File: src/rtl/water_level_ctrl.sv
// Water tank level controller: synchronised, debounced level sensors drive a fill-pump FSM.
// Optional dry-run protection (pump timeout, fault_code 10) is built only when WLC_DRYRUN_PROT_EN is defined.
module water_level_ctrl #(
    parameter int NUM_LEVELS      = 4,
    parameter int DEBOUNCE_CYCLES = 4,
    parameter int PUMP_TIMEOUT    = 1000,
    parameter int PUMP_ON_LEVEL   = 1,
    localparam int LW             = $clog2(NUM_LEVELS + 1)
) (
    input  logic                  clk,
    input  logic                  rst_n,
    input  logic [NUM_LEVELS-1:0] sensor,
    input  logic                  fault_clr,
    output logic [NUM_LEVELS-1:0] indicator,
    output logic [LW-1:0]         level,
    output logic                  pump_on,
    output logic                  fault,
    output logic [1:0]            fault_code
);

    // state      | meaning
    // ST_IDLE    | pump off, waiting for level to drop to PUMP_ON_LEVEL
    // ST_FILLING | pump on until tank reads full
    // ST_FAULT   | pump off, latched until fault_clr with a consistent indicator
    typedef enum logic [1:0] {
        ST_IDLE    = 2'd0,
        ST_FILLING = 2'd1,
        ST_FAULT   = 2'd2
    } state_t;

    localparam logic [1:0]            CODE_NONE   = 2'b00;
    localparam logic [1:0]            CODE_INCONS = 2'b01;
    localparam logic [7:0]            DB_LAST     = 8'(DEBOUNCE_CYCLES - 1);
    localparam logic [8:0]            SETTLE_INIT = 9'(DEBOUNCE_CYCLES + 2);
    localparam logic [LW-1:0]         ON_LVL      = LW'(PUMP_ON_LEVEL);
    localparam logic [LW-1:0]         FULL_LVL    = LW'(NUM_LEVELS);
    localparam logic [NUM_LEVELS-1:0] ONE_N       = NUM_LEVELS'(1);

    logic [NUM_LEVELS-1:0] sync1_q, sync2_q, ind_q;
    logic [7:0]            db_cnt_q [NUM_LEVELS];
    logic [8:0]            settle_q;
    logic                  settled;
    logic [LW-1:0]         level_c;
    logic                  consistent;
    state_t                state_q, state_d;
    logic [1:0]            code_q, code_d;
    logic                  pump_on_q, pump_on_d;
    logic                  fault_q, fault_d;

    always_ff @(posedge clk or negedge rst_n) begin
        if (!rst_n) begin
            sync1_q <= '0;
            sync2_q <= '0;
        end else begin
            sync1_q <= sensor;
            sync2_q <= sync1_q;
        end
    end

    always_ff @(posedge clk or negedge rst_n) begin
        if (!rst_n) begin
            ind_q <= '0;
            for (int i = 0; i < NUM_LEVELS; i++) db_cnt_q[i] <= '0;
        end else begin
            for (int i = 0; i < NUM_LEVELS; i++) begin
                if (sync2_q[i] != ind_q[i]) begin
                    if (db_cnt_q[i] == DB_LAST) begin
                        ind_q[i]    <= sync2_q[i];
                        db_cnt_q[i] <= '0;
                    end else begin
                        db_cnt_q[i] <= db_cnt_q[i] + 8'd1;
                    end
                end else begin
                    db_cnt_q[i] <= '0;
                end
            end
        end
    end

    // Hold off pump start until the indicator has had a full sync+debounce window after reset,
    // so a tank that is actually full is not mistaken for empty by the reset value.
    always_ff @(posedge clk or negedge rst_n) begin
        if (!rst_n) begin
            settle_q <= SETTLE_INIT;
        end else if (settle_q != 9'd0) begin
            settle_q <= settle_q - 9'd1;
        end
    end

    assign settled = (settle_q == 9'd0);

    always_comb begin
        level_c = '0;
        for (int i = 0; i < NUM_LEVELS; i++) begin
            level_c = level_c + {{(LW-1){1'b0}}, ind_q[i]};
        end
    end

    // Thermometer code has no set bit above a clear bit: x & (x+1) is zero exactly then.
    assign consistent = ((ind_q & (ind_q + ONE_N)) == '0);

`ifdef WLC_DRYRUN_PROT_EN
    localparam logic [1:0]  CODE_DRYRUN = 2'b10;
    localparam logic [19:0] TMO_LAST    = 20'(PUMP_TIMEOUT - 1);

    logic [19:0]   tmo_q, tmo_d;
    logic [LW-1:0] level_prev_q;
    logic          level_inc;
    logic          timeout_hit;

    assign level_inc   = (level_c > level_prev_q);
    assign timeout_hit = (state_q == ST_FILLING) && !level_inc && (tmo_q == TMO_LAST);

    always_comb begin
        tmo_d = '0;
        if ((state_q == ST_FILLING) && (state_d == ST_FILLING) && !level_inc) begin
            tmo_d = tmo_q + 20'd1;
        end
    end

    always_ff @(posedge clk or negedge rst_n) begin
        if (!rst_n) begin
            tmo_q        <= '0;
            level_prev_q <= '0;
        end else begin
            tmo_q        <= tmo_d;
            level_prev_q <= level_c;
        end
    end
`endif

    always_ff @(posedge clk or negedge rst_n) begin
        if (!rst_n) begin
            state_q   <= ST_IDLE;
            code_q    <= CODE_NONE;
            pump_on_q <= 1'b0;
            fault_q   <= 1'b0;
        end else begin
            state_q   <= state_d;
            code_q    <= code_d;
            pump_on_q <= pump_on_d;
            fault_q   <= fault_d;
        end
    end

    always_comb begin
        state_d = state_q;
        code_d  = code_q;
        if (!consistent) begin
            state_d = ST_FAULT;
            code_d  = CODE_INCONS;
        end else begin
            case (state_q)
                ST_IDLE: begin
                    if (settled && (level_c <= ON_LVL)) state_d = ST_FILLING;
                end
                ST_FILLING: begin
                    if (level_c == FULL_LVL) begin
                        state_d = ST_IDLE;
                    end
`ifdef WLC_DRYRUN_PROT_EN
                    else if (timeout_hit) begin
                        state_d = ST_FAULT;
                        code_d  = CODE_DRYRUN;
                    end
`endif
                end
                ST_FAULT: begin
                    if (fault_clr) begin
                        state_d = ST_IDLE;
                        code_d  = CODE_NONE;
                    end
                end
                default: begin
                    state_d = ST_IDLE;
                    code_d  = CODE_NONE;
                end
            endcase
        end
    end

    always_comb begin
        pump_on_d = (state_d == ST_FILLING);
        fault_d   = (state_d == ST_FAULT);
    end

    assign indicator  = ind_q;
    assign level      = level_c;
    assign pump_on    = pump_on_q;
    assign fault      = fault_q;
    assign fault_code = code_q;

endmodule

File: config.mk
export PLATFORM = sky130hd
export DESIGN_NAME = water_level_ctrl
export DESIGN_NICKNAME = d
export VERILOG_FILES = /design/src/rtl/water_level_ctrl.sv
export SDC_FILE = /design/constraint.sdc
export NUM_CORES = 1
export LEC_CHECK = 0
export CAP_MARGIN = 20
export CORE_MARGIN = 5
export CORE_UTILIZATION = 45
export CTS_BUF_LIST = sky130_fd_sc_hd__clkbuf_8 sky130_fd_sc_hd__clkbuf_16
export DETAILED_ROUTE_END_ITERATION = 10
export PLACE_DENSITY = 0.75
export SYNTH_ARGS = -nofsm -noshare
export SYNTH_HDL_FRONTEND = slang
export SYNTH_SLANG_ARGS = --single-unit
File: constraint.sdc
create_clock -name clk -period 3.7 [get_ports clk]
set_input_delay 0.37 -clock clk [delete_from_list [all_inputs] [get_ports clk]]
set_output_delay 0.37 -clock clk [all_outputs]
set_load 0.02 [all_outputs]
# After elaboration in Yosys (flattened, before gate mapping)
# Cells that the tools add are included.
# totals
rom_bits	0
ram_bits	0
latch_bits	0
mem_count	0
ff_bits	59
# classes
bitwise_logic	1
magnitude_cmp	1
muxes	16
eq_ne	15
shift	0
n_mul	0
div	0
n_reduce_logical	11
add_sub_neg	9
# ops
op	n
2-to-1 mux 8 bit	8
adder 8 x 1 -> 8 bit, second input constant	4
== test 8 x 2 -> 1 bit, second input constant	4
2-to-1 mux 2 bit	6
AND reduction 2 bit	5
zero test 9 bit	1
nonzero test 9 bit	1
subtractor 9 x 1 -> 9 bit, second input constant	1
one-hot mux 2 bit (3 select lines)	1
adder 4 x 1 -> 4 bit, second input constant	1
AND 4 bit	1
== test 2 x 1 -> 1 bit, second input constant	2
== test 2 bit, second input constant	2
zero test 4 bit	1
inequality test 1 bit	4
one-hot mux 2 bit (2 select lines)	1
adder 2 x 1 -> 3 bit	1
adder 3 x 1 -> 3 bit	1
== test 3 bit, second input constant	1
less-or-equal comparator 3 x 1 -> 1 bit, second input constant	1
inequality test 3 bit, second input constant	1
adder 1 x 1 -> 2 bit	1
zero test 2 bit	1
inequality test 2 bit, second input constant	1
other kinds (2)	2

# Depth between registers and ports, before layout
# logic_depth
word_depth	9
mapped_depth	10
ltp_nobuf	10

# Worst setup path after synthesis
# Ideal clock, no wire load.
# synth_timing
kind	reg-to-reg
from	register ind_q[0] (netlist: indicator[0])
to	register pump_on_q (netlist: pump_on)
required_time_ps	3632
setup_ps	68
period_less_slack_ps	2422
n_path_buf	0
arrival_time_ps	2355
slack_ps	1278
path_stages_with_launch	11
cell_sequence	dfrtp_1 -> inv_1 -> fa_1 -> inv_1 -> ha_1 -> inv_1 -> ha_1 -> nor3b_1 -> a31oi_1 -> o22ai_1 -> and3b_1
# synth_via
elab_chain_len	9
elab_cells_between_ends	14
classes_between	4 x add/sub; 1 x order compare; 2 x eq/ne; 4 x mux; 1 x bitwise; 2 x reduce/logical
# synth_rtl
element	line_no	source
start, declared	39	logic [NUM_LEVELS-1:0] sync1_q, sync2_q, ind_q;
start signal, assigned by index	68	ind_q[i] <= sync2_q[i];
adder 1 x 1 -> 2 bit *	95	level_c = level_c + {{(LW-1){1'b0}}, ind_q[i]};
adder 2 x 1 -> 3 bit *	95	
adder 3 x 1 -> 3 bit *	95	
net level[1]	15	output logic [LW-1:0] level,
less-or-equal comparator 3 x 1 -> 1 bit	155	if (settled && (level_c <= ON_LVL)) state_d = ST_FILLING;
logical AND 1 bit	155	
2-to-1 mux 2 bit	155	
one-hot mux 2 bit (3 select lines) *	153	case (state_q)
2-to-1 mux 2 bit *	149	if (!consistent) begin
== test 2 x 1 -> 1 bit *	183	pump_on_d = (state_d == ST_FILLING);
net pump_on_d	47	logic pump_on_q, pump_on_d;
end signal, assigned	141	pump_on_q <= pump_on_d;
end, declared	47	
# Mark *: on every way through the listed nets, which the timed path passes. The rest lies on a longest branch.
# A chain may end at the register's enable or synchronous reset.

# Final worst setup path
# layout_timing
from	register ind_q[0] (netlist: indicator[0])
to	output level[1]
# layout_via
elab_chain_len	3
# layout_rtl
element	line_no
adder 1 x 1 -> 2 bit	95
adder 2 x 1 -> 3 bit	95
adder 3 x 1 -> 3 bit	95
end, declared	15
# No other way between the ends.

==> results.md <==
- Root buf cell: clkbuf_8
- DRC Markers: 0
- Crit path DAT: ~2600 ps
- Main synth FF type: dfrtp_1
- Fraction of layout cells with a size suffix above 1: about a tenth
- FMAX: approximately 0.34 GHz
- Cell area after technology mapping: ~2600 um2
- Seq cells post-synth: just under 60
- Hold Slack: around 140 ps
- Total CTS buffers: 9
- Post-DRT Antenna Nets: 0
- Worst-case clock buffer depth: 2
- Core area: roughly 5600 um2
- Final Cell Area: ~3100 um2
- Num ports: 18
- Min-Delay Path Class: input port to asynchronous set/reset pin
- Num Clock Sinks: slightly below 60
- Placed inst area: 2890 um2
- Yosys warnings: 0
- Crit end category: output pin
- Count of cell types in the netlist: 34
- Final Non-Filler Cells: approximately 340
- DR vias: ~1800
- Drt wl/cell: 12.7 um
- Required time worst endpoint: between 3000 and 4000 ps
- Cell family with most CP delay: adder cells
- Register-to-register setup slack: 1330 ps
- Slew HR: ~42%
- Die width: just under 90 um
- Port Buffers: 16
- CP Max Fanout: 7
- Max-Cap Viols: 0
- Most frequent cell on the critical path: inv_1
- Post-layout util: 55.3%
- Crit path cell chain: inv_1 -> fa_1 -> inv_1 -> ha_1 -> inv_1 -> ha_1 -> clkdlybuf4s50_1
- Critical path launch point type: register
- RSZ-0062 raised after global routing: no
- Worst-margin pin slew: just under 900 ps
- Final period util: approximately 80%
- Lkg Pwr: about 1.4 nW
- Kind of critical path: register to output pin
- Standard-cell rows: 27
- RePlAce Congestion: between 0.8 and 0.9
- H-tree levels: 3
- Iteration-0 DRC count of the detailed router: 53
- Max incr delay on CP: between 600 and 700 ps
- Post-synth top area cell: dfrtp_1
- Largest net degree at the start of global routing: 42
- Peak supply drop: about 1.0 mV
- Final count of hold timing violations: 0
- Async SR Flop Fraction: 100%
- First-pass GRT wire length: about 7900 um
- Post-synth EDFFs: 0
- Initial antenna violation count: 0
- Dpl hpwl: between 3000 and 4000 um
- Top-count cell post-synth: dfrtp_1
- Filler instances: between 500 and 600
- Clock slew seen by the registers of the worst setup and hold paths: about 70 ps
- Register area share after synthesis: 55.1%
- Post-CTS Setup Bufs: 0
- Post-synth top cells: dfrtp_1 (56), nor2_1 (34), nand2_1 (22)
- Ratio of total power to cell area: 704 nW/um2
- Syn nets: 260
- Worst clock skew: roughly 9.7 ps
- GRT Residual Overflow: 0
- Final setup fails: 0
- Initial core utilization: about 47%
- Skew-Pair Late Insertion Delay: about 340 ps
- Cts-stage hold buffer count: 0
- Final min period: 2980 ps
- Outcome: finished clean
- Ranking of synthesized cells by area: dfrtp_1 (53%), xor2_1 (6.0%), ha_1 (5.7%)
- Die ar.: about 7500 um2
- Via density: 5.10
- GRT Overall Usage: 13.8%
- Area growth syn-to-layout: 17.5%
- Net count, final: approximately 290
- Vias in the first global route: 1800
- TritonRoute pass-1 iters: 4
- CTS tree: built
- Placed Instances: roughly 330
- Diode count: 0
- Final TNS setup: 0 ps
- Post-Syn Instances: between 200 and 250
- Die height: around 87 um
- Fin. max-slew vios: 0
- Critical path's slowest cell: clkdlybuf4s50_1
- CTS resizes: 0
- Final wirelength: between 4000 and 5000 um
- WP buf/inv: 4
- Post-synth top area share: 53.1%
- Syn Area/Cell: roughly 11 um2
[stage by stage]
| step | setup WS [ps] | power, mW |
|---|---|---|
| finish | 722 | 2.19 |
| global route | 552 | 2.36 |
| CTS | 695 | 2.22 |
| detailed placement | 1080 | 1.57 |
| global placement | 1110 | 1.55 |
| floorplan | 1280 | 1.30 |
[cell families after synthesis]
logic type | Yosys count | synth area share (%)
buf+inv | 11 | 1.71
compound gates | 9 | 2.13
simple gates | 110 | 21.4
other cells | 1 | 0.142
xor+xnor | 32 | 10.6
flops | 58 | 55.1
mux | 6 | 2.51
fa+ha+maj | 13 | 6.45
[final timing paths]
path                                          start               endpoint  cells after the start
setup reg to reg           indicator[0]$_DFFE_PN0P_      pump_on$_DFF_PN0_                     10
min in group clk               sync1_q[1]$_DFF_PN0_   sync2_q[1]$_DFF_PN0_                      0
hold reg to reg                sync1_q[1]$_DFF_PN0_   sync2_q[1]$_DFF_PN0_                      0
setup / recovery           indicator[0]$_DFFE_PN0P_               level[1]                      7
max in group asynchronous                     rst_n  db_cnt_q[9]$_DFF_PN0_                      2
hold / removal                                rst_n  db_cnt_q[5]$_DFF_PN0_                      1
[power by group]
part	switching, mW	internal (mW)	leakage (nW)	total (mW)
clock	0.254	0.377	0.105	0.631
combinational	0.390	0.329	0.584	0.719
sequential	0.108	0.728	0.755	0.835
total	0.752	1.43	1.44	2.19
[state kept, by name, summed over array words and instances (netlist names)]
| register | cells |
|---|---|
| fault | 1 |
| db_cnt_q | 32 |
| sync2_q | 4 |
| pump_on | 1 |
| settle_q | 9 |
| sync1_q | 4 |
| fault_code | 1 |
| state_q | 2 |
| indicator | 4 |
[cell usage in the layout (no fill, tap or decap), drive strengths merged, types with 2 or more instances in the layout]
cell,netlist,routed
dfrtp,56,56
nor2,34,34
nand2,23,23
nand3,20,20
xor2,18,18
clkdlybuf4s50,0,15
xnor2,14,14
ha,12,12
inv,10,10
nor3,9,9
clkbuf,0,9
and3,8,8
nor4b,5,5
mux2,5,5
clkinv,0,3
and2,2,2
o21ai,2,2
a21oi,2,2
nor3b,2,2
and3b,2,2
a21o,2,2
bufinv,0,2
clkinvlp,0,2
dfstp,2,2
nor4,2,2
buf,1,2
[routing by layer]
layer	track usage (%)	share of wire [%]	vias to the layer above
li1	-	-	854
met1	16.5	47	869
met5	0	0	-
met4	7.22	2.3	0
met3	4.85	3.5	8
met2	21.9	47	23
[final cells by class]
type,instances,area [um2],area share [%]
well taps,72,90.1,2.90
flip-flops and latches,58,1450,46.9
inverters,10,37.5,1.21
repair buffers,17,163,5.24
clock inverters,7,93.8,3.02
clock buffers,9,124,3.99
multi-input cells,171,1140,36.8
(Power assumes the default switching activity.)
